===== config.mk =====
export PLATFORM = sky130hd
export DESIGN_NAME = wt_dcache_ctrl
export DESIGN_NICKNAME = d
export VERILOG_FILES = /design/src/rtl/wt_dcache_ctrl_pkg.sv /design/src/rtl/wt_dcache_ctrl.sv
export SDC_FILE = /design/constraint.sdc
export NUM_CORES = 1
export LEC_CHECK = 0
export ABC_CLOCK_PERIOD_IN_PS = 2600
export BUFFER_PORTS_ARGS = -buffer_cell sky130_fd_sc_hd__buf_2
export CELL_PAD_IN_SITES_DETAIL_PLACEMENT = 0
export CELL_PAD_IN_SITES_GLOBAL_PLACEMENT = 1
export CORE_AREA = 2 2 190 192
export DETAILED_ROUTE_END_ITERATION = 10
export DIE_AREA = 0 0 192 194
export GPL_TIMING_DRIVEN = 1
export PLACE_DENSITY_LB_ADDON = 0.1
export SYNTH_ARGS = -nofsm -noshare
export SYNTH_HDL_FRONTEND = slang
export SYNTH_SLANG_ARGS = --single-unit

===== constraint.sdc =====
create_clock -name clk_i -period 2.6 [get_ports clk_i]
set_input_delay 0.52 -clock clk_i [delete_from_list [all_inputs] [get_ports clk_i]]
set_output_delay 0.52 -clock clk_i [all_outputs]
set_load 0.03 [all_outputs]

===== src/rtl/wt_dcache_ctrl_pkg.sv =====
// Shared widths, request/response payloads and cacheable-region helper for the
// write-through L1 dcache read controller.
package wt_dcache_ctrl_pkg;

   localparam int unsigned PLEN                = 56;
   localparam int unsigned DCACHE_INDEX_WIDTH  = 12;
   localparam int unsigned DCACHE_OFFSET_WIDTH = 4;
   localparam int unsigned DCACHE_CL_IDX_WIDTH = DCACHE_INDEX_WIDTH - DCACHE_OFFSET_WIDTH;
   localparam int unsigned DCACHE_TAG_WIDTH    = PLEN - DCACHE_INDEX_WIDTH;
   localparam int unsigned DCACHE_SET_ASSOC    = 8;
   localparam int unsigned CACHE_ID_WIDTH      = 3;

   typedef struct packed {
      logic [DCACHE_INDEX_WIDTH-1:0] address_index;
      logic [DCACHE_TAG_WIDTH-1:0]   address_tag;
      logic [63:0]                   data_wdata;
      logic                          data_req;
      logic                          data_we;
      logic [7:0]                    data_be;
      logic [1:0]                    data_size;
      logic                          kill_req;
      logic                          tag_valid;
   } dcache_req_i_t;

   typedef struct packed {
      logic        data_gnt;
      logic        data_rvalid;
      logic [63:0] data_rdata;
   } dcache_req_o_t;

   // Single cacheable region: [base, base + length)
   typedef struct packed {
      logic [63:0] CachedRegionAddrBase;
      logic [63:0] CachedRegionLength;
   } ariane_cfg_t;

   localparam ariane_cfg_t ArianeDefaultConfig = '{
      CachedRegionAddrBase: 64'h0000_0000_8000_0000,
      CachedRegionLength:   64'h0000_0000_4000_0000
   };

   function automatic logic is_inside_cacheable_regions(ariane_cfg_t cfg, logic [63:0] addr);
      return (addr >= cfg.CachedRegionAddrBase) &&
             (addr < (cfg.CachedRegionAddrBase + cfg.CachedRegionLength));
   endfunction

endpackage


===== src/rtl/wt_dcache_ctrl.sv =====
// Read controller for one load-type port of the write-through L1 dcache: tag
// lookup through the shared memory read port, miss handoff and data return.
module wt_dcache_ctrl
   import wt_dcache_ctrl_pkg::*;
#(
   parameter logic [CACHE_ID_WIDTH-1:0] RdTxId    = CACHE_ID_WIDTH'(1),
   parameter ariane_cfg_t               ArianeCfg = ArianeDefaultConfig
) (
   input  logic                           clk_i,
   input  logic                           rst_ni,
   input  logic                           cache_en_i,
   input  dcache_req_i_t                  req_port_i,
   output dcache_req_o_t                  req_port_o,
   output logic                           miss_req_o,
   input  logic                           miss_ack_i,
   output logic                           miss_we_o,
   output logic [63:0]                    miss_wdata_o,
   output logic [DCACHE_SET_ASSOC-1:0]    miss_vld_bits_o,
   output logic [PLEN-1:0]                miss_paddr_o,
   output logic                           miss_nc_o,
   output logic [2:0]                     miss_size_o,
   output logic [CACHE_ID_WIDTH-1:0]      miss_id_o,
   input  logic                           miss_replay_i,
   input  logic                           miss_rtrn_vld_i,
   input  logic                           wr_cl_vld_i,
   output logic [DCACHE_TAG_WIDTH-1:0]    rd_tag_o,
   output logic [DCACHE_CL_IDX_WIDTH-1:0] rd_idx_o,
   output logic [DCACHE_OFFSET_WIDTH-1:0] rd_off_o,
   output logic                           rd_req_o,
   output logic                           rd_tag_only_o,
   input  logic                           rd_ack_i,
   input  logic [63:0]                    rd_data_i,
   input  logic [DCACHE_SET_ASSOC-1:0]    rd_vld_bits_i,
   input  logic [DCACHE_SET_ASSOC-1:0]    rd_hit_oh_i
);

   typedef enum logic [2:0] {
      IDLE, READ, MISS_REQ, MISS_WAIT, KILL_MISS, KILL_MISS_ACK, REPLAY_REQ, REPLAY_READ
   } state_e;

   state_e                          state_q, state_d;
   logic [DCACHE_INDEX_WIDTH-1:0]   idx_q, idx_d;
   logic [DCACHE_TAG_WIDTH-1:0]     tag_q, tag_d;
   logic [1:0]                      size_q;
   logic [DCACHE_SET_ASSOC-1:0]     vld_q;
   logic                            rd_ack_q;

   logic gnt_c, rvalid_c, save_tag_c, hit_c, resolve_c;
   logic unused_c;

   assign hit_c     = (|rd_hit_oh_i) && cache_en_i;
   assign resolve_c = req_port_i.tag_valid || (state_q == REPLAY_READ);

   assign idx_d = gnt_c      ? req_port_i.address_index : idx_q;
   assign tag_d = save_tag_c ? req_port_i.address_tag   : tag_q;

   assign rd_tag_o      = tag_d;
   assign rd_idx_o      = idx_d[DCACHE_INDEX_WIDTH-1:DCACHE_OFFSET_WIDTH];
   assign rd_off_o      = idx_d[DCACHE_OFFSET_WIDTH-1:0];
   assign rd_tag_only_o = 1'b0;

   assign miss_we_o       = 1'b0;
   assign miss_wdata_o    = 64'h0;
   assign miss_vld_bits_o = vld_q;
   assign miss_paddr_o    = {tag_q, idx_q};
   assign miss_size_o     = {1'b0, size_q};
   assign miss_id_o       = RdTxId;
   assign miss_nc_o       = ~cache_en_i | ~is_inside_cacheable_regions(ArianeCfg, 64'({tag_q, idx_q}));

   assign req_port_o = '{data_gnt: gnt_c, data_rvalid: rvalid_c, data_rdata: rd_data_i};

   // Write-side fields of the shared request type have no meaning on a read port
   assign unused_c = ^{req_port_i.data_wdata, req_port_i.data_we, req_port_i.data_be};

   // State register
   always_ff @(posedge clk_i or negedge rst_ni) begin
      if (!rst_ni) begin
         state_q <= IDLE;
      end else begin
         state_q <= state_d;
      end
   end

   // Next-state logic
   always_comb begin
      state_d = state_q;
      case (state_q)
         IDLE: begin
            if (req_port_i.data_req && rd_ack_i) state_d = READ;
         end
         READ, REPLAY_READ: begin
            if (req_port_i.kill_req) begin
               state_d = IDLE;
            end else if (resolve_c) begin
               if (wr_cl_vld_i || !rd_ack_q) state_d = REPLAY_REQ;
               else if (hit_c)                state_d = (req_port_i.data_req && rd_ack_i) ? READ : IDLE;
               else                           state_d = MISS_REQ;
            end
         end
         MISS_REQ: begin
            if (req_port_i.kill_req) state_d = miss_ack_i ? KILL_MISS : KILL_MISS_ACK;
            else if (miss_replay_i)  state_d = REPLAY_REQ;
            else if (miss_ack_i)     state_d = MISS_WAIT;
         end
         MISS_WAIT: begin
            if (miss_rtrn_vld_i)          state_d = IDLE;
            else if (req_port_i.kill_req) state_d = KILL_MISS;
         end
         REPLAY_REQ: begin
            if (req_port_i.kill_req) state_d = IDLE;
            else if (rd_ack_i)       state_d = REPLAY_READ;
         end
         KILL_MISS_ACK: begin
            if (miss_replay_i)   state_d = IDLE;
            else if (miss_ack_i) state_d = KILL_MISS;
         end
         KILL_MISS: begin
            if (miss_rtrn_vld_i) state_d = IDLE;
         end
         default: state_d = IDLE;
      endcase
   end

   // Output logic; a killed request gets its rvalid immediately, its miss return is swallowed later
   always_comb begin
      rd_req_o   = 1'b0;
      miss_req_o = 1'b0;
      gnt_c      = 1'b0;
      rvalid_c   = 1'b0;
      save_tag_c = 1'b0;
      case (state_q)
         IDLE: begin
            if (req_port_i.data_req) begin
               rd_req_o = 1'b1;
               gnt_c    = rd_ack_i;
            end
         end
         READ, REPLAY_READ: begin
            rd_req_o   = 1'b1;
            save_tag_c = (state_q == READ) && req_port_i.tag_valid;
            if (req_port_i.kill_req) begin
               rvalid_c = 1'b1;
            end else if (resolve_c && !wr_cl_vld_i && rd_ack_q && hit_c) begin
               rvalid_c = 1'b1;
               gnt_c    = req_port_i.data_req && rd_ack_i;
            end
         end
         MISS_REQ: begin
            miss_req_o = 1'b1;
            rvalid_c   = req_port_i.kill_req;
         end
         MISS_WAIT: begin
            rvalid_c = miss_rtrn_vld_i || req_port_i.kill_req;
         end
         REPLAY_REQ: begin
            rd_req_o = 1'b1;
            rvalid_c = req_port_i.kill_req;
         end
         KILL_MISS_ACK: begin
            miss_req_o = 1'b1;
         end
         default: ;
      endcase
   end

   // Request context captured at grant / tag compare
   always_ff @(posedge clk_i or negedge rst_ni) begin
      if (!rst_ni) begin
         idx_q    <= '0;
         tag_q    <= '0;
         size_q   <= '0;
         vld_q    <= '0;
         rd_ack_q <= 1'b0;
      end else begin
         idx_q    <= idx_d;
         tag_q    <= tag_d;
         rd_ack_q <= rd_ack_i;
         if (gnt_c)      size_q <= req_port_i.data_size;
         if (save_tag_c) vld_q  <= rd_vld_bits_i;
      end
   end

endmodule


---- After elaboration in Yosys (flattened, before gate mapping) ----
Cells that the tools add are included.
operators by class
  multiply operators ...................... 0
  div/mod/pow operators ................... 0
  mux-type cells .......................... 31
  $add $sub $neg .......................... 0
  equality and inequality tests ........... 14
  order comparisons ....................... 2
  reductions and logical operators ........ 19
  shift operators ......................... 0
  bitwise gates (word level) .............. 3
operators by type and width
  cell                                                                 number
  greater-or-equal comparator 56 x 32 -> 1 bit, second input constant  1
  < comparator 56 x 32 -> 1 bit, second input constant                 1
  2-to-1 mux 44 bit                                                    1
  2-to-1 mux 3 bit                                                     14
  case mux 3 bit (7 select lines)                                      1
  == test 3 bit, second input constant                                 4
  2-to-1 mux 12 bit                                                    1
  inequality test 3 bit, second input constant                         4
  2-to-1 mux 1 bit                                                     10
  OR reduction 8 bit                                                   1
  logical AND 1 bit                                                    7
  AND reduction 7 bit                                                  1
  == test 3 x 2 -> 1 bit, second input constant                        2
  OR reduction 2 bit                                                   3
  inequality test 2 bit, second input constant                         2
  inequality test 4 bit, second input constant                         1
  case mux 1 bit (2 select lines)                                      2
  == test 3 x 1 -> 1 bit, second input constant                        1
  zero test 3 bit                                                      1
  logical OR 1 bit                                                     3
  case mux 1 bit (3 select lines)                                      1
  OR reduction 3 bit                                                   1
  zero test 1 bit                                                      2
  2-to-1 mux 2 bit                                                     1
  other kinds (2)                                                      3
word-level totals
  bits in writable memories ............... 0
  word-level logic and storage cells ...... 75
  memories kept ........................... 0
  input port bits ......................... 222
  bits in registers ....................... 70
  output and inout port bits .............. 261
  bits in read-only memories .............. 0
  latch bits .............................. 0

---- Longest topological paths before layout ----
Gate-level depths: netlist of run 1.
  depth in word-level cells ............... 9
  gate-level depth with buffers ........... 7
  mapped depth without buffers ............ 5

---- Worst setup path after synthesis of run 1 ----
OpenSTA, ideal clock, no wires.
  kind .................................... input to output
  from .................................... in rd_hit_oh_i[5]
  to ...................................... out rd_idx_o[0]
  arrival time ............................ 2.073 ns
  stages .................................. 6
  slack ................................... 0.007 ns
  required time ........................... 2.080 ns
  buffers on the path ..................... 1
  cells stage by stage .................... or4_4 -> o21bai_4 -> nor4_4 -> a21oi_4 -> buf_12 -> mux2_4
between the ends
  word-level cells in the longest chain between the ends .. 7
RTL lines
  item                             RTL line               source
  from (decl)                      wt_dcache_ctrl.sv:34   input logic [DCACHE_SET_ASSOC-1:0] rd_hit_oh_i
  OR reduction 8 bit               wt_dcache_ctrl.sv:51   assign hit_c = (|rd_hit_oh_i) && cache_en_i;
  logical AND 1 bit                wt_dcache_ctrl.sv:51
  logical AND 1 bit                wt_dcache_ctrl.sv:143  end else if (resolve_c && !wr_cl_vld_i && rd_ack_q && hit_c) begin
  2-to-1 mux 1 bit                 wt_dcache_ctrl.sv:143
  2-to-1 mux 1 bit                 wt_dcache_ctrl.sv:141  if (req_port_i.kill_req) begin
  case mux 1 bit (2 select lines)  wt_dcache_ctrl.sv:131  case (state_q)
  2-to-1 mux 12 bit                wt_dcache_ctrl.sv:54   assign idx_d = gnt_c ? req_port_i.address_index : idx_q;
  to (decl)                        wt_dcache_ctrl.sv:27   output logic [DCACHE_CL_IDX_WIDTH-1:0] rd_idx_o,
No other way between the ends.

---- Worst setup path in the final report of run 1 ----
  from .................................... in rd_hit_oh_i[7]
  to ...................................... out rd_idx_o[5]
Same word-level chain as after synthesis.

==> impl_metrics.yaml, run 1 <==
floorplan:
  die_w_um: 192
  die_y_um: 194
  die_area_um2: 37200
  start_util: 0.116
  rows: 69
  coreArea_um2: 35200
  ios: 483
cts:
  cts_inserted_buffers: 9
  cts_tree: "yes"
  clk_path_buf_depth: 2
  postCtsHoldBufs: 0
  cts_root_buf: "clkbuf_16"
  clk_latency_ns: 0.34
  clock-sinks: 70
  clkTransAtPathRegs_ns: 0.06
  htreeDepth: 3
final_layout:
  utilization: 0.173
  syn2layout_area_growth_pct: 48.4
  final_cell_area_um2: 6080
  drive_gt1_frac: 0.631
  nets: 764
routing:
  postRouteAntennaNets: 0
  drt_iter0_markers: 99
  drt-total-wl_mm: 14.6
  route.met2.wl_mm: 7.35
  viasPerCell: 3.06
  via_count: 3091
  top_layer_used: "met5"
  route.met3.wl_mm: 1.28
  avgRoutedWirePerCell_um: 14.5
  wirelength_met1_mm: 5.63
  first_pass_iters: 4
  drcViolationCount: 0
critical_path:
  cpMaxStageDelayCell: "or4_4"
  reg2reg_from: "state_q[1]$_DFFE_PN0P_"
  critPathMaxStageDelay_ns: 0.55
  crit_path_cell_trace: "buf_6 -> or4_4 -> o21bai_4 -> nor4_4 -> a21oi_4 -> buf_12 -> buf_12 -> mux2_4 -> buf_6"
  r2r_cells: 10
  crit_fanout: 7
  ff2ff_setup_slack_ns: 0.45
  crit_type: "input pin to primary output"
  cp-end-kind: "primary output"
  worstPathArrival_ns: 2.33
  crit_end: "rd_idx_o[5]"
  crit_family: "simple AND/OR/NAND/NOR gates"
  worstPathRequired_ns: 2.08
  critPathBufInv: 4
  cp_num_cells: 9
  critPathLaunch: "rd_hit_oh_i[7]"
  r2r_end: "idx_q[5]$_DFF_PN0_"
  start_kind: "input pin"
timing:
  fin_crit_sh: 1.10
  fin_crit_ns: 2.85
  drv_slew: 0
  fin_hold_ws_ns: 0.152
  rsz0062_at_grt: "true"
  fin_ws_ns: -0.251
  tightestPinTransition_ns: 0.489
  setup_viol: 12
  fmax_mhz: 351
  finClkSkew_ns: 0.00680
  timing.slew.headroom: 0.670
  hold_viol: 0
grt:
  antenna_found_initial: 2
  grtUsageTotal: 0.0783
  grt_overflow: 0
  grt_pass1_wl_mm: 21.9
  grt_max_degree: 36
  grt_pass1_vias: 3402
synth:
  syn_avg_cell_area_um2: 11.5
  synth_cells: 358
  yosysWarnings: 0
  ys_ff_latch: 70
  seq_area_frac_synth: 0.427
  synthesis.area_um2: 4100
  ys_types: 40
placed_design:
  place_area_um2: 5110
  place_congestion: 0.685
  portBuffers: 211
  dp_hpwl_mm: 10.7
pwr:
  power_density_nw_per_um2: 1610
  irDropWorstVdd_v: 0.000613
  p_leak_nw: 2.97
  p_total_w: 0.00982
hold_path:
  hold_class: "input pin to async pin"
status:
  violations: "setup timing"
  status: "finished with violations"
job:
  max_cap_viol_count: 0
report_power, final:
part           switching [W]  internal, W  leakage, nW
logic                0.00387      0.00253         1.98
clock network       0.000504     0.000865        0.157
registers           0.000397      0.00165        0.830
total                0.00477      0.00505         2.97
kinds of logic (layout without fill, tap and decap cells):
family | count (synthesis) | count (layout) | synth area share
other cells | 2 | 71 | 0.00183
mux | 66 | 66 | 0.190
flops | 70 | 70 | 0.427
compound gates | 25 | 25 | 0.0464
simple gates | 41 | 41 | 0.0629
xor+xnor | 1 | 1 | 0.00214
buf+inv | 153 | 274 | 0.270
cell usage after synthesis (all sizes together):
library cell / count / area share
a221o: 1 / 0.0024
and3: 2 / 0.0031
nand2: 8 / 0.0073
nor2: 6 / 0.0055
nor4: 5 / 0.011
and4: 1 / 0.0021
a21oi: 6 / 0.010
o311a: 1 / 0.0024
o31ai: 1 / 0.0018
mux2: 66 / 0.19
or4: 3 / 0.0073
nor4b: 2 / 0.0043
a21o: 1 / 0.0018
nand4: 1 / 0.0015
a211oi: 1 / 0.0018
nand2b: 4 / 0.0061
a211o: 1 / 0.0021
clkbuf: 5 / 0.0046
a311o: 1 / 0.0024
a31oi: 3 / 0.0046
o22ai: 1 / 0.0015
or3b: 2 / 0.0043
conb: 2 / 0.0018
buf: 142 / 0.26
o32a: 1 / 0.0024
dfrtp: 70 / 0.43
xnor2: 1 / 0.0021
o221ai: 1 / 0.0021
nor3: 4 / 0.0049
nand3b: 2 / 0.0037
o21bai: 1 / 0.0046
inv: 6 / 0.0055
or2: 1 / 0.0015
o21ai: 5 / 0.0061
metrics by stage:
step / setup slack (ns) / std cells / TNS, ns
2_1_floorplan: 0.00654 / 426 / 0
3_3_place_gp: -0.359 / 973 / -3.91
5_1_grt: -0.320 / 1009 / -5.06
3_5_place_dp: -0.356 / 973 / -3.91
6_report: -0.251 / 1009 / -2.91
4_1_cts: -0.274 / 1006 / -3.29
worst register-to-register path: stages (launching register included):
cell      delay, ns
dfrtp_1        0.42
buf_6          0.15
nand2b_1       0.10
nand2_2        0.08
nor4_4         0.34
a21oi_4        0.11
buf_12         0.15
buf_12         0.14
mux2_4         0.31
buf_4          0.14
buf_4          0.12
timing repair:
item / CTS / global route
setup buffers: 12 / 3
resized for setup: 114 / 10
setup endpoints to repair: 57 / 48
pin swaps: 6 / 4
gates cloned: 5 / 0
hold endpoints to repair: 0 / 0
worst min path at each step:
stage                                   start                        endpoint  slack [ns]
2_1_floorplan                          rst_ni              idx_q[0]$_DFF_PN0_        0.22
3_3_place_gp            size_q[1]$_DFFE_PN0P_           size_q[1]$_DFFE_PN0P_        0.49
3_5_place_dp   miss_vld_bits_o[4]$_DFFE_PN0P_  miss_vld_bits_o[4]$_DFFE_PN0P_        0.50
4_1_cts                                rst_ni             tag_q[19]$_DFF_PN0_        0.15
5_1_grt                                rst_ni             tag_q[19]$_DFF_PN0_        0.17
6_report                               rst_ni             tag_q[19]$_DFF_PN0_        0.15
state kept, by name, indices dropped and copies added (netlist names):
signal           flops
miss_vld_bits_o      8
rd_ack_q             1
tag_q               44
idx_q               12
state_q              3
size_q               2
cells in the final DEF (no fill, tap or decap), types with 3 or more instances in the layout:
cell / instances
buf_2: 169
buf_12: 4
nand2_1: 7
nand2b_1: 4
dfrtp_1: 69
a31oi_1: 3
buf_4: 30
mux2_4: 36
buf_16: 6
clkbuf_16: 9
inv_1: 5
conb_1: 70
nor4_1: 4
nor3_1: 4
mux2_2: 30
nor2_1: 5
o21ai_0: 5
buf_6: 43
a21oi_1: 5
final cells by class:
cell class / instances / area (um^2)
Fill cell: 3955 / 29100
Timing Repair Buffer: 252 / 1800
Sequential cell: 70 / 1750
Multi-Input combinational cell: 203 / 1610
Tap cell: 461 / 577
Clock buffer: 12 / 246
Clock inverter: 4 / 70.1
Inverter: 6 / 22.5
Antenna cell: 1 / 2.50
routing by layer:
layer / global-route usage / up-vias
met2: 0.133 / 172
li1: - / 1372
met4: 0.0308 / 2
met1: 0.0870 / 1514
met5: 0 / -
met3: 0.0315 / 31
Note: power is estimated with default switching activity, not from simulation.
==> run 2: changes to the inputs <==
--- a/config.mk
+++ b/config.mk
@@ -6,12 +6,12 @@
 export NUM_CORES = 1
 export LEC_CHECK = 0
 export ABC_CLOCK_PERIOD_IN_PS = 2600
-export BUFFER_PORTS_ARGS = -buffer_cell sky130_fd_sc_hd__buf_2
 export CELL_PAD_IN_SITES_DETAIL_PLACEMENT = 0
 export CELL_PAD_IN_SITES_GLOBAL_PLACEMENT = 1
-export CORE_AREA = 2 2 190 192
+export CORE_AREA = 2 2 186 188
 export DETAILED_ROUTE_END_ITERATION = 10
-export DIE_AREA = 0 0 192 194
+export DIE_AREA = 0 0 188 190
+export DONT_BUFFER_PORTS = 1
 export GPL_TIMING_DRIVEN = 1
 export PLACE_DENSITY_LB_ADDON = 0.1
 export SYNTH_ARGS = -nofsm -noshare
==> impl_metrics.yaml, run 2 (synthesis results as in run 1) <==
routing:
  via_count: 2264
  postRouteAntennaNets: 0
  drt_iter0_markers: 66
  first_pass_iters: 4
  avgRoutedWirePerCell_um: 16.1
  drcViolationCount: 0
  viasPerCell: 2.90
  drt-total-wl_mm: 12.6
critical_path:
  cpMaxStageDelayCell: "or4_4"
  critPathMaxStageDelay_ns: 0.55
  crit_fanout: 14
  ff2ff_setup_slack_ns: 0.44
  crit_path_cell_trace: "or4_4 -> o21bai_4 -> nor4_4 -> a21oi_4 -> buf_12 -> mux2_4"
  r2r_end: "state_q[1]$_DFFE_PN0P_"
  worstPathRequired_ns: 2.08
  cp-end-kind: "primary output"
  r2r_cells: 7
  worstPathArrival_ns: 2.07
  reg2reg_from: "state_q[2]$_DFFE_PN0P_"
  start_kind: "input pin"
  crit_type: "input pin to primary output"
floorplan:
  rows: 68
  die_area_um2: 35700
  ios: 483
  coreArea_um2: 33900
  die_y_um: 190
  start_util: 0.121
  die_w_um: 188
placed_design:
  portBuffers: 0
  dp_hpwl_mm: 8.48
  place_congestion: 0.654
  preCtsSetupSlack_ns: -0.111
  dp_cells: 747
final_layout:
  nets: 543
  fillers: 3819
  drive_gt1_frac: 0.402
  syn2layout_area_growth_pct: 17.0
  stdcell_count: 781
  layout_commonest_cell: "conb_1"
  final_cell_mix: "70 x conb_1, 68 x dfrtp_1, 56 x mux2_4, 20 x buf_4, 10 x mux2_2"
  largest_register: "tag_q"
  antenna_cells: 0
  largest_register_ffs: 44
pwr:
  p_seq_frac: 0.382
  clock_power_share: 0.168
  combPwrFrac: 0.450
  power_density_nw_per_um2: 1770
  irDropWorstVdd_v: 0.000681
  p_sw_frac: 0.525
  p_leak_nw: 2.07
  p_int_w: 0.00403
  netSwitchingPower_w: 0.00446
cts:
  htreeDepth: 3
  cts_tree: "yes"
  clock-sinks: 70
  clk_latency_ns: 0.35
  cts_root_buf: "clkbuf_16"
  cts_inserted_buffers: 9
  clkTransAtPathRegs_ns: 0.07
  clk_path_buf_depth: 2
status:
  status: "complete, no violations"
timing:
  rsz0062_at_grt: "true"
  fin_crit_sh: 0.998
  fin_ws_ns: 0.00598
  finClkSkew_ns: 0.0127
  drv_slew: 0
  setup_viol: 0
  hold_viol: 0
  final.setup.tns_ns: 0
  fin_crit_ns: 2.59
  fmax_mhz: 386
grt:
  grtUsageTotal: 0.0685
  antenna_found_initial: 1
  grt_overflow: 0
  grt_pass1_wl_mm: 17.3
  grt_max_degree: 71
  grt_pass1_vias: 2488
hold_path:
  hold_class: "input pin to async pin"
job:
  max_cap_viol_count: 0
-- run 2: power groups by stage --
stage          registers (W)  clock network, W  logic, W
3_5_place_dp         0.00325                 0   0.00311
2_1_floorplan        0.00304                 0   0.00291
3_3_place_gp         0.00330                 0   0.00313
4_1_cts              0.00327           0.00149   0.00379
6_report             0.00325           0.00142   0.00382
5_1_grt              0.00333           0.00153   0.00405
-- run 2: what timing repair did --
action	CTS	global route
setup endpoints to repair	58	27
hold buffers	1	0
resized for setup	59	7
cloned	4	0
pin swaps	2	2
setup buffers	7	6
endpoints found under the hold margin	70	0
-- run 2: per-layer routing --
layer	wire [um]	GRT usage
met4	324	0.0442
met1	4730	0.0755
met3	1330	0.0282
met5	0	0
met2	6170	0.109
-- run 2: worst max path at each step --
stage | start | endpoint | slack, ns | cells past startpoint
2_1_floorplan | rd_hit_oh_i[5] | rd_idx_o[0] | 0.007 | 6
3_3_place_gp | rd_hit_oh_i[5] | rd_off_o[0] | -0.10 | 6
3_5_place_dp | rd_hit_oh_i[5] | rd_off_o[1] | -0.11 | 6
4_1_cts | rd_hit_oh_i[5] | rd_off_o[2] | -0.06 | 6
5_1_grt | state_q[2]$_DFFE_PN0P_ | rd_idx_o[4] | -0.06 | 6
6_report | rd_hit_oh_i[5] | rd_off_o[2] | 0.006 | 6
-- run 2: critical path: cells and delay by family --
kind	cells	cell delay [ns]
AOI/OAI and AO/OA	2	0.36
buffers and inverters	1	0.18
muxes	1	0.37
and+or+nand+nor	2	0.61
-- run 2: layout make-up --
class | count | area (um^2) | area share
Timing Repair Buffer | 31 | 390 | 0.0814
Clock buffer | 13 | 270 | 0.0563
Sequential cell | 70 | 1750 | 0.366
Inverter | 6 | 22.5 | 0.00469
Tap cell | 455 | 569 | 0.119
Multi-Input combinational cell | 203 | 1730 | 0.360
Clock inverter | 3 | 65.1 | 0.0136
-- run 2: stage by stage --
| step | hold WS (ns) | util | area (um^2) | total power [W] |
|---|---|---|---|---|
| floorplan | 0.224 | - | 4360 | 0.00595 |
| detailed placement | 0.227 | 0.117 | 3960 | 0.00636 |
| global placement | 0.227 | 0.117 | 3960 | 0.00643 |
| finish | 0.0566 | 0.141 | 4800 | 0.00850 |
| CTS | 0.0653 | 0.139 | 4720 | 0.00854 |
| global route | 0.0756 | 0.141 | 4800 | 0.00891 |
